`config.mk`:
```
export PLATFORM = sky130hd
export DESIGN_NAME = matvec_mac_engine_flat
export DESIGN_NICKNAME = d
export VERILOG_FILES = /design/src/rtl/matvec_mac_engine_if.sv /design/src/rtl/matvec_mac_engine.sv /design/src/flat_wrapper.sv
export SDC_FILE = /design/constraint.sdc
export NUM_CORES = 1
export LEC_CHECK = 0
export BUFFER_PORTS_ARGS = -buffer_cell sky130_fd_sc_hd__clkbuf_2
export CELL_PAD_IN_SITES_DETAIL_PLACEMENT = 0
export CELL_PAD_IN_SITES_GLOBAL_PLACEMENT = 1
export CORE_ASPECT_RATIO = 1.2
export CORE_MARGIN = 8
export CORE_UTILIZATION = 40
export DETAILED_ROUTE_END_ITERATION = 6
export GPL_ROUTABILITY_DRIVEN = 0
export PLACE_DENSITY_LB_ADDON = 0.1
export SLEW_MARGIN = 20
export SYNTH_ARGS = -nofsm -noshare
export SYNTH_HDL_FRONTEND = slang
export SYNTH_SLANG_ARGS = --single-unit
```
`constraint.sdc`:
```
create_clock -name CLOCK_50 -period 13.6 [get_ports CLOCK_50]
set_input_delay 2.04 -clock CLOCK_50 [delete_from_list [all_inputs] [get_ports CLOCK_50]]
set_output_delay 2.04 -clock CLOCK_50 [all_outputs]
set_load 0.005 [all_outputs]
```
`src/rtl/matvec_mac_engine_if.sv`:
```
// matvec_mac_engine_if
//   Groups the control handshake, the three operand ROM ports and the result
//   stream of matvec_mac_engine.
//   master : engine side. Drives addresses, status, results and statistics.
//   slave  : environment side. Drives start/c_en and the ROM read data.
//   Signals:
//     start, c_en              run request and "add c" select
//     busy, done               run status (done is a level)
//     a_addr / a_rd_data       A ROM, LANES elements per word
//     x_addr / x_rd_data       x ROM, LANES elements per word
//     c_addr / c_rd_data       c ROM, one element per word
//     y_valid, y_index, y_data result stream, one strobe per row
//     checksum, cycle_count    run statistics
interface matvec_mac_engine_if #(
    parameter int unsigned ROWS  = 128,
    parameter int unsigned COLS  = 128,
    parameter int unsigned LANES = 4,
    parameter int unsigned DW    = 8
);
    localparam int unsigned B    = COLS / LANES;
    localparam int unsigned ACCW = 2 * DW + $clog2(COLS) + 1;
    localparam int unsigned AAW  = (ROWS * B > 1) ? $clog2(ROWS * B) : 1;
    localparam int unsigned XAW  = (B > 1) ? $clog2(B) : 1;
    localparam int unsigned RAW  = (ROWS > 1) ? $clog2(ROWS) : 1;

    logic                  start;
    logic                  c_en;
    logic                  busy;
    logic                  done;
    logic [AAW-1:0]        a_addr;
    logic [LANES*DW-1:0]   a_rd_data;
    logic [XAW-1:0]        x_addr;
    logic [LANES*DW-1:0]   x_rd_data;
    logic [RAW-1:0]        c_addr;
    logic [DW-1:0]         c_rd_data;
    logic                  y_valid;
    logic [RAW-1:0]        y_index;
    logic [ACCW-1:0]       y_data;
    logic [31:0]           checksum;
    logic [31:0]           cycle_count;

    modport master (
        input  start, c_en, a_rd_data, x_rd_data, c_rd_data,
        output busy, done, a_addr, x_addr, c_addr, y_valid, y_index, y_data,
               checksum, cycle_count
    );

    modport slave (
        output start, c_en, a_rd_data, x_rd_data, c_rd_data,
        input  busy, done, a_addr, x_addr, c_addr, y_valid, y_index, y_data,
               checksum, cycle_count
    );
endinterface

```
`src/rtl/matvec_mac_engine.sv`:
```
// matvec_mac_engine
//   Computes y = A*x (+ c) for a ROWS x COLS matrix, LANES products per beat,
//   with operands read from external 1-cycle-latency synchronous ROMs.
//   Ports:
//     CLOCK_50  clock, rising edge
//     KEY0      synchronous active-low reset
//     bus       matvec_mac_engine_if.master (handshake, ROM ports, results)
//   Pipeline: beat issued in cycle s -> ROM data in s+1 -> accumulated at the
//   end of s+1; the last beat of a row produces y at the end of s+1.
module matvec_mac_engine #(
    parameter int unsigned ROWS  = 128,
    parameter int unsigned COLS  = 128,
    parameter int unsigned LANES = 4,
    parameter int unsigned DW    = 8
) (
    input logic                 CLOCK_50,
    input logic                 KEY0,
    matvec_mac_engine_if.master bus
);
    localparam int unsigned B    = COLS / LANES;
    localparam int unsigned ACCW = 2 * DW + $clog2(COLS) + 1;
    localparam int unsigned AAW  = (ROWS * B > 1) ? $clog2(ROWS * B) : 1;
    localparam int unsigned XAW  = (B > 1) ? $clog2(B) : 1;
    localparam int unsigned RAW  = (ROWS > 1) ? $clog2(ROWS) : 1;
    localparam logic [XAW-1:0] LastBeat = XAW'(B - 1);
    localparam logic [RAW-1:0] LastRow  = RAW'(ROWS - 1);

    typedef enum logic [1:0] {StIdle, StRun, StDrain, StDone} state_e;

    state_e          state_q, state_d;
    logic [AAW-1:0]  a_addr_q, a_addr_d;
    logic [XAW-1:0]  beat_q, beat_d;          // doubles as x_addr
    logic [RAW-1:0]  row_q, row_d;            // doubles as c_addr
    logic            c_en_q, c_en_d;
    logic            busy_q, busy_d;
    logic            done_q, done_d;
    // Tag of the beat whose ROM data is on the read buses this cycle.
    logic            d_vld_q, d_vld_d;
    logic            d_first_q, d_first_d;
    logic            d_last_q, d_last_d;
    logic [RAW-1:0]  d_row_q, d_row_d;
    logic [ACCW-1:0] acc_q, acc_d;
    logic            y_valid_q, y_valid_d;
    logic [RAW-1:0]  y_index_q, y_index_d;
    logic [ACCW-1:0] y_data_q, y_data_d;
    logic [31:0]     checksum_q, checksum_d;
    logic [31:0]     cycle_count_q, cycle_count_d;
    logic [ACCW-1:0] lane_sum;
    logic [ACCW-1:0] row_sum;

    always_comb begin
        lane_sum = '0;
        for (int k = 0; k < int'(LANES); k++) begin
            lane_sum = lane_sum + ACCW'(bus.a_rd_data[k*DW +: DW])
                                * ACCW'(bus.x_rd_data[k*DW +: DW]);
        end
        // Beat 0 restarts the row instead of adding to the previous row.
        row_sum = (d_first_q ? '0 : acc_q) + lane_sum;
    end

    always_comb begin
        state_d       = state_q;
        a_addr_d      = a_addr_q;
        beat_d        = beat_q;
        row_d         = row_q;
        c_en_d        = c_en_q;
        busy_d        = busy_q;
        done_d        = done_q;
        d_vld_d       = 1'b0;
        d_first_d     = d_first_q;
        d_last_d      = d_last_q;
        d_row_d       = d_row_q;
        acc_d         = acc_q;
        y_valid_d     = 1'b0;
        y_index_d     = y_index_q;
        y_data_d      = y_data_q;
        checksum_d    = checksum_q;
        cycle_count_d = cycle_count_q;

        if (busy_q) begin
            cycle_count_d = cycle_count_q + 32'd1;
        end
        if (y_valid_q) begin
            checksum_d = checksum_q + 32'(y_data_q);
        end

        if (d_vld_q) begin
            if (d_last_q) begin
                y_data_d  = row_sum + (c_en_q ? ACCW'(bus.c_rd_data) : '0);
                y_index_d = d_row_q;
                y_valid_d = 1'b1;
            end else begin
                acc_d = row_sum;
            end
        end

        unique case (state_q)
            StIdle, StDone: begin
                if (bus.start) begin
                    state_d       = StRun;
                    busy_d        = 1'b1;
                    done_d        = 1'b0;
                    c_en_d        = bus.c_en;
                    checksum_d    = '0;
                    cycle_count_d = '0;
                    a_addr_d      = '0;
                    beat_d        = '0;
                    row_d         = '0;
                end
            end
            StRun: begin
                d_vld_d   = 1'b1;
                d_first_d = (beat_q == '0);
                d_last_d  = (beat_q == LastBeat);
                d_row_d   = row_q;
                if (beat_q == LastBeat) begin
                    if (row_q == LastRow) begin
                        // Addresses hold on the final beat.
                        state_d = StDrain;
                    end else begin
                        beat_d   = '0;
                        row_d    = row_q + 1'b1;
                        a_addr_d = a_addr_q + 1'b1;
                    end
                end else begin
                    beat_d   = beat_q + 1'b1;
                    a_addr_d = a_addr_q + 1'b1;
                end
            end
            StDrain: begin
                // Earlier rows may still strobe here when B is small.
                if (y_valid_q && (y_index_q == LastRow)) begin
                    state_d = StDone;
                    busy_d  = 1'b0;
                    done_d  = 1'b1;
                end
            end
            default: state_d = StIdle;
        endcase
    end

    always_ff @(posedge CLOCK_50) begin
        if (!KEY0) begin
            state_q       <= StIdle;
            a_addr_q      <= '0;
            beat_q        <= '0;
            row_q         <= '0;
            c_en_q        <= 1'b0;
            busy_q        <= 1'b0;
            done_q        <= 1'b0;
            d_vld_q       <= 1'b0;
            d_first_q     <= 1'b0;
            d_last_q      <= 1'b0;
            d_row_q       <= '0;
            acc_q         <= '0;
            y_valid_q     <= 1'b0;
            y_index_q     <= '0;
            y_data_q      <= '0;
            checksum_q    <= '0;
            cycle_count_q <= '0;
        end else begin
            state_q       <= state_d;
            a_addr_q      <= a_addr_d;
            beat_q        <= beat_d;
            row_q         <= row_d;
            c_en_q        <= c_en_d;
            busy_q        <= busy_d;
            done_q        <= done_d;
            d_vld_q       <= d_vld_d;
            d_first_q     <= d_first_d;
            d_last_q      <= d_last_d;
            d_row_q       <= d_row_d;
            acc_q         <= acc_d;
            y_valid_q     <= y_valid_d;
            y_index_q     <= y_index_d;
            y_data_q      <= y_data_d;
            checksum_q    <= checksum_d;
            cycle_count_q <= cycle_count_d;
        end
    end

    assign bus.a_addr      = a_addr_q;
    assign bus.x_addr      = beat_q;
    assign bus.c_addr      = row_q;
    assign bus.busy        = busy_q;
    assign bus.done        = done_q;
    assign bus.y_valid     = y_valid_q;
    assign bus.y_index     = y_index_q;
    assign bus.y_data      = y_data_q;
    assign bus.checksum    = checksum_q;
    assign bus.cycle_count = cycle_count_q;
endmodule
```
`src/flat_wrapper.sv`:
```
// flat-port wrapper written by rule: the top's interface ports become plain ports
module matvec_mac_engine_flat 
#(
    parameter int unsigned ROWS  = 128,
    parameter int unsigned COLS  = 128,
    parameter int unsigned LANES = 4,
    parameter int unsigned DW    = 8
)
  (CLOCK_50, KEY0, bus_start, bus_c_en, bus_a_rd_data, bus_x_rd_data, bus_c_rd_data, bus_busy, bus_done, bus_a_addr, bus_x_addr, bus_c_addr, bus_y_valid, bus_y_index, bus_y_data, bus_checksum, bus_cycle_count);
  matvec_mac_engine_if #(.ROWS(ROWS), .COLS(COLS), .LANES(LANES), .DW(DW)) bus_i ();
  input logic CLOCK_50;
  input logic KEY0;
  input wire logic [$bits(bus_i.start)-1:0] bus_start;
  input wire logic [$bits(bus_i.c_en)-1:0] bus_c_en;
  input wire logic [$bits(bus_i.a_rd_data)-1:0] bus_a_rd_data;
  input wire logic [$bits(bus_i.x_rd_data)-1:0] bus_x_rd_data;
  input wire logic [$bits(bus_i.c_rd_data)-1:0] bus_c_rd_data;
  output wire logic [$bits(bus_i.busy)-1:0] bus_busy;
  output wire logic [$bits(bus_i.done)-1:0] bus_done;
  output wire logic [$bits(bus_i.a_addr)-1:0] bus_a_addr;
  output wire logic [$bits(bus_i.x_addr)-1:0] bus_x_addr;
  output wire logic [$bits(bus_i.c_addr)-1:0] bus_c_addr;
  output wire logic [$bits(bus_i.y_valid)-1:0] bus_y_valid;
  output wire logic [$bits(bus_i.y_index)-1:0] bus_y_index;
  output wire logic [$bits(bus_i.y_data)-1:0] bus_y_data;
  output wire logic [$bits(bus_i.checksum)-1:0] bus_checksum;
  output wire logic [$bits(bus_i.cycle_count)-1:0] bus_cycle_count;
  assign bus_i.start = bus_start;
  assign bus_i.c_en = bus_c_en;
  assign bus_i.a_rd_data = bus_a_rd_data;
  assign bus_i.x_rd_data = bus_x_rd_data;
  assign bus_i.c_rd_data = bus_c_rd_data;
  assign bus_busy = bus_i.busy;
  assign bus_done = bus_i.done;
  assign bus_a_addr = bus_i.a_addr;
  assign bus_x_addr = bus_i.x_addr;
  assign bus_c_addr = bus_i.c_addr;
  assign bus_y_valid = bus_i.y_valid;
  assign bus_y_index = bus_i.y_index;
  assign bus_y_data = bus_i.y_data;
  assign bus_checksum = bus_i.checksum;
  assign bus_cycle_count = bus_i.cycle_count;
  matvec_mac_engine #(.ROWS(ROWS), .COLS(COLS), .LANES(LANES), .DW(DW)) u_core (.CLOCK_50(CLOCK_50), .KEY0(KEY0), .bus(bus_i));
endmodule
```
Word-level counts from Yosys, hierarchy flattened
Index checks and enable logic that the tools add are counted.

cells by class
  $add $sub $neg = 10
  multiply operators = 4
  eq/ne operators = 12
  mux-type cells = 33
  bitwise logic cells = 1
  reduce and logical (&&, ||, !) cells = 14

operators with widths
  cell                   number
  $mux 32                6
  $mul 8x8->16           4
  $add 24x16->24         2
  $add 24x24->24         2
  $mux 12                3
  $add 32x1->32 const B  1
  $add 32x24->32         1
  $mux 24                1
  $pmux 12 s2            1
  $mux 7                 3
  $add 16x16->17         1
  $mux 5                 3
  $eq 7x7->1 const B     2
  $pmux 7 s2             1
  $add 12x1->12 const B  1
  $pmux 5 s2             1
  $mux 2                 4
  $mux 8                 1
  $reduce_and 2->1       4
  $reduce_and 4->1       2
  $add 7x1->7 const B    1
  $mux 1                 6
  $ne 2x1->1 const B     3
  $pmux 2 s3             1
  14 further kinds       19

storage, ports and cells
  register bits after elaboration = 159
  input bits = 76
  output and inout port bits = 122
  logic and storage cells = 91

Longest topological paths before layout
  depth after elaboration = 6
  depth in mapped cells = 39
  gate-level depth less buffers = 38

Worst setup path before layout
Ideal clock, no wire load.

  kind = input-to-reg
  start point = input bus_x_rd_data[1]
  end point = register u_core.y_data_q[23] (netlist: u_core.bus.y_data[23])
  library setup time = 74 ps
  arrival = 11050 ps
  data required time = 13526 ps
  slack = 2476 ps
  cell stages on the path = 35
  cell sequence = and2_1 > fa_1 > ha_1 > inv_1 > fa_1 > inv_1 > fa_1 > inv_1 > fa_1 > inv_1 > fa_1 > ha_1 > o21ai_0 > a21boi_0 > o21ai_0 > nor2b_1 > xnor2_1 > ha_1 > fa_1 > inv_1 > fa_1 > fa_1 > fa_1 > inv_1 > ha_1 > buf_2 > a2111oi_1 > o21ai_2 > a41oi_1 > xnor2_1 > and3_1 > and4bb_2 > nand4_2 > or4b_1 > a31oi_1

between the ends
  longest elaborated chain between the ends = 6

RTL lines
  item                          line                      RTL
  start, declared               flat_wrapper.sv:16        input wire logic [$bits(bus_i.x_rd_data)-1:0] bus_x_rd_data;
  $mul 8x8->16                  matvec_mac_engine.sv:55   * ACCW'(bus.x_rd_data[k*DW +: DW]);
  $add 16x16->17                matvec_mac_engine.sv:54   lane_sum = lane_sum + ACCW'(bus.a_rd_data[k*DW +: DW])
  $add 24x16->24 (2 in series)  matvec_mac_engine.sv:54
  $add 24x24->24                matvec_mac_engine.sv:58   row_sum = (d_first_q ? '0 : acc_q) + lane_sum;
  $add 24x24->24                matvec_mac_engine.sv:89   y_data_d = row_sum + (c_en_q ? ACCW'(bus.c_rd_data) : '0);
  end signal, assigned          matvec_mac_engine.sv:176  y_data_q <= y_data_d;
  end, declared                 matvec_mac_engine.sv:45   logic [ACCW-1:0] y_data_q, y_data_d;

No other way between the ends.
A chain may end at the register's enable or synchronous reset.

Worst setup path in the final report
Ends and elaborated chain as after synthesis.

==> metrics.md <==
| Metric | Value |
|---|---|
| Critical Path Fanout Max | `8` |
| Element type at the critical path end | `flip-flop` |
| Die X | `210.8 µm` |
| Reg-to-reg endpoint | `u_core.bus.y_data[23]$_SDFFE_PN0P_` |
| Crit share post-route | `86.67%` |
| Mapped Area | `0.01821 mm²` |
| Routed Antenna Nets | `0` |
| RSZ-0062 raised after global routing | `no` |
| Met1 Use GR | `22.35%` |
| Rows | `85` |
| CP endpoint | `u_core.bus.y_data[23]$_SDFFE_PN0P_` |
| CP dominant cell by count | `fa_1` |
| Main flop type after synthesis | `dfxtp_1` |
| Vias in the first global route | `15,440` |
| Slew Limit Headroom | `about 33%` |
| Hpwl dp | `40,730 µm` |
| CTS clk-pin slew, worst paths | `around 0.07 ns` |
| Post-synth EDFFs | `0` |
| Root buf cell | `clkbuf_16` |
| Status | `complete, no violations` |
| CP Launch Type | `input pin` |
| Setup Skew | `0.01223 ns` |
| CTS Buf Count | `17` |
| Hold Crit Class | `flip-flop to flip-flop` |
| TritonCTS clock tree | `yes` |
| FF-to-FF setup slack | `6.84 ns` |
| Layout Nets | `approximately 2,800` |
| Met2 Use GR | `35.56%` |
| Avg WL per Cell | `16.76 µm` |
| Setup TNS Final | `0 ns` |
| Slowest CP cell | `fa_1` |
| Part of the Yosys area used for sequential elements | `between 10% and 20%` |
| Maxcap violations | `0` |
| Layout cells sized above 1 | `11.48%` |
| Via-to-Cell Ratio | `between 5 and 6` |
| Clock Latency Late Sink | `0.44 ns` |
| # IOs | `about 200` |
| Syn Nets | `2,590` |
| Total GRT Usage | `18.94%` |
| Grt ovf | `0` |
| Worst-margin pin slew | `~1 ns` |
| Top achievable clock speed | `84.84 MHz` |
| Post-Syn Instances | `around 2,100` |
| Inst Count DP | `roughly 2,900` |
| 1st-pass router iterations | `7` |
| Hold Path Origin | `u_core.acc_q[7]$_SDFFE_PN0P_` |
| Final Critical Period | `11.79 ns` |
| R2R Path Start | `u_core.d_first_q$_SDFFE_PN0P_` |
| Postcts setup bufs | `0` |
| Core footprint | `0.04488 mm²` |
| Finished Layout Cells | `2,900` |
| Fin. max-slew vios | `0` |
| Busiest grt layer | `met2` |
| #FFs+latches synth | `159` |
| Met3 Track Usage GR | `between 2 and 2.5%` |
| Clock sinks | `159` |
| H-tree Lvls | `4` |
| Port Buffer Count | `197` |
| Area grow syn2layout | `12.38%` |
| Distinct cells, synth | `74` |
| Final hold vios | `0` |
| Initial DRC Count | `563` |
| Hold-fix buffers at CTS | `0` |
| Final setup vio count | `0` |
| Wirelength, routed | `48,600 µm` |
| PostCTS Resize Cnt | `0` |
| Mapped Avg Cell Area | `8.699 µm²` |
| Ys async rst share | `0%` |
| Vias | `14,560` |
| DRC errors left | `0` |
| Max Buffers Root-to-Sink | `2` |
| FF-to-FF path depth | `22` |
| CP Data Arrival Time | `12.15 ns` |
| Ys Warns | `0` |
| Initial core utilization | `40.57%` |
| Initial antenna violation count | `1` |
| First-pass GRT wire length | `80,970 µm` |
| Origin of the worst setup path | `bus_x_rd_data[1]` |
| Max stage delay on crit path | `about 0.54 ns` |
| Ant. Diodes | `0` |
| Die Footprint | `0.05263 mm²` |
| Worst EP required | `13.96 ns` |
| Chip height | `249.7 µm` |
| Crit Path Class | `input pin to flip-flop` |
| Largest net degree at the start of global routing | `73` |
## cells in the mapped netlist, types with 23 or more instances
library cell  instances  area [µm²]
xnor2_1              47       411.6
fa_1                226        4524
ha_1                195        2440
xor2_1               51       446.7
nor2_1              138       518.0
o21ai_0              46       230.2
inv_1               320        1201
nand3_1              35       175.2
a21oi_1             103       515.5
clkbuf_1             31       116.4
mux2i_1              29       290.3
and2_1              181        1132
nand2_1             234       878.3
dfxtp_1             159        3183
nor2b_1              29       181.4
nand2b_1             23       143.9
## final cells by class
type                    instances  area, µm²
clock buffers                  17      425.4
clock inverters                15      176.4
fillers                      4597      24420
inverters                     321       1205
multi-input cells            1572      13650
flip-flops and latches        159       3184
well taps                     609      762.0
repair buffers                207       1061
## kinds of logic after synthesis
family	Yosys count	synth area share, %
and+or+nand+nor	747	20.60
adders and majority gates	421	38.25
buffers and inverters	362	7.580
AOI/OAI and AO/OA	275	9.601
DFF	159	17.48
xor gates and xnor gates	100	4.893
muxes	29	1.594
## layer usage
layer,up-vias,wire (µm)
met3,54,1283
met5,-,10
met2,205,26210
li1,7124,-
met4,2,899
met1,7179,20190
## stage by stage
stage	worst slack (ns)	cell area, µm²	utilization (%)	hold slack [ns]
2_1_floorplan	2.476	18210	-	0.4312
6_report	1.813	20460	45.59	0.4520
3_5_place_dp	1.425	19860	44.25	0.4428
3_3_place_gp	1.420	19860	44.25	0.4392
4_1_cts	1.850	20460	45.59	0.4536
5_1_grt	1.192	20460	45.59	0.4676
## flip-flops by register name (all words and copies together) (netlist names), 7 cells and up
signal,count
u_core.acc_q,24
u_core.bus.c_addr,7
u_core.d_row_q,7
u_core.bus.y_data,24
u_core.bus.cycle_count,32
u_core.bus.a_addr,12
u_core.bus.y_index,7
u_core.bus.checksum,32
## worst max-delay path, delay by kind of cell
family | cells | cell delay [ns]
buffers and inverters | 7 | 0.51
AO/OA/AOI/OAI | 9 | 1.85
adder cells (fa/ha/maj) | 13 | 5.60
XOR/XNOR | 2 | 0.70
AND/OR/NAND/NOR | 5 | 1.44
## worst min-delay path by stage
stage          slack, ns  cells past startpoint                                  to
6_report            0.45                      2        u_core.acc_q[7]$_SDFFE_PN0P_
5_1_grt             0.47                      2        u_core.acc_q[8]$_SDFFE_PN0P_
4_1_cts             0.45                      2        u_core.acc_q[7]$_SDFFE_PN0P_
3_5_place_dp        0.44                      2        u_core.acc_q[7]$_SDFFE_PN0P_
3_3_place_gp        0.44                      2        u_core.acc_q[4]$_SDFFE_PN0P_
2_1_floorplan       0.43                      2  u_core.bus.y_index[0]$_SDFFE_PN0P_
## cell usage in the layout (no fill, tap or decap), types with 7 or more instances in the layout
master	Yosys	final
nand2b_1	23	23
a21oi_1	103	103
fa_1	226	226
nor3_1	20	20
buf_4	3	10
nand2_1	234	233
or3_1	15	15
a21o_1	16	16
mux2i_1	29	29
o21a_1	9	9
clkbuf_16	0	17
and2_1	181	181
a211oi_1	20	20
o21ai_0	46	46
dfxtp_1	159	158
and3_1	18	18
o21ai_1	9	9
nand3b_1	7	7
xnor2_1	47	47
nand3_1	35	35
xor2_1	51	51
o211ai_1	9	9
nand4_1	17	17
nor2b_1	29	29
ha_1	195	195
inv_1	320	320
clkbuf_2	0	197
nor2_1	138	138
a31oi_1	16	16
Power is not shown: default switching activity piles up to over one toggle a cycle in this logic, so the estimate is an artifact.
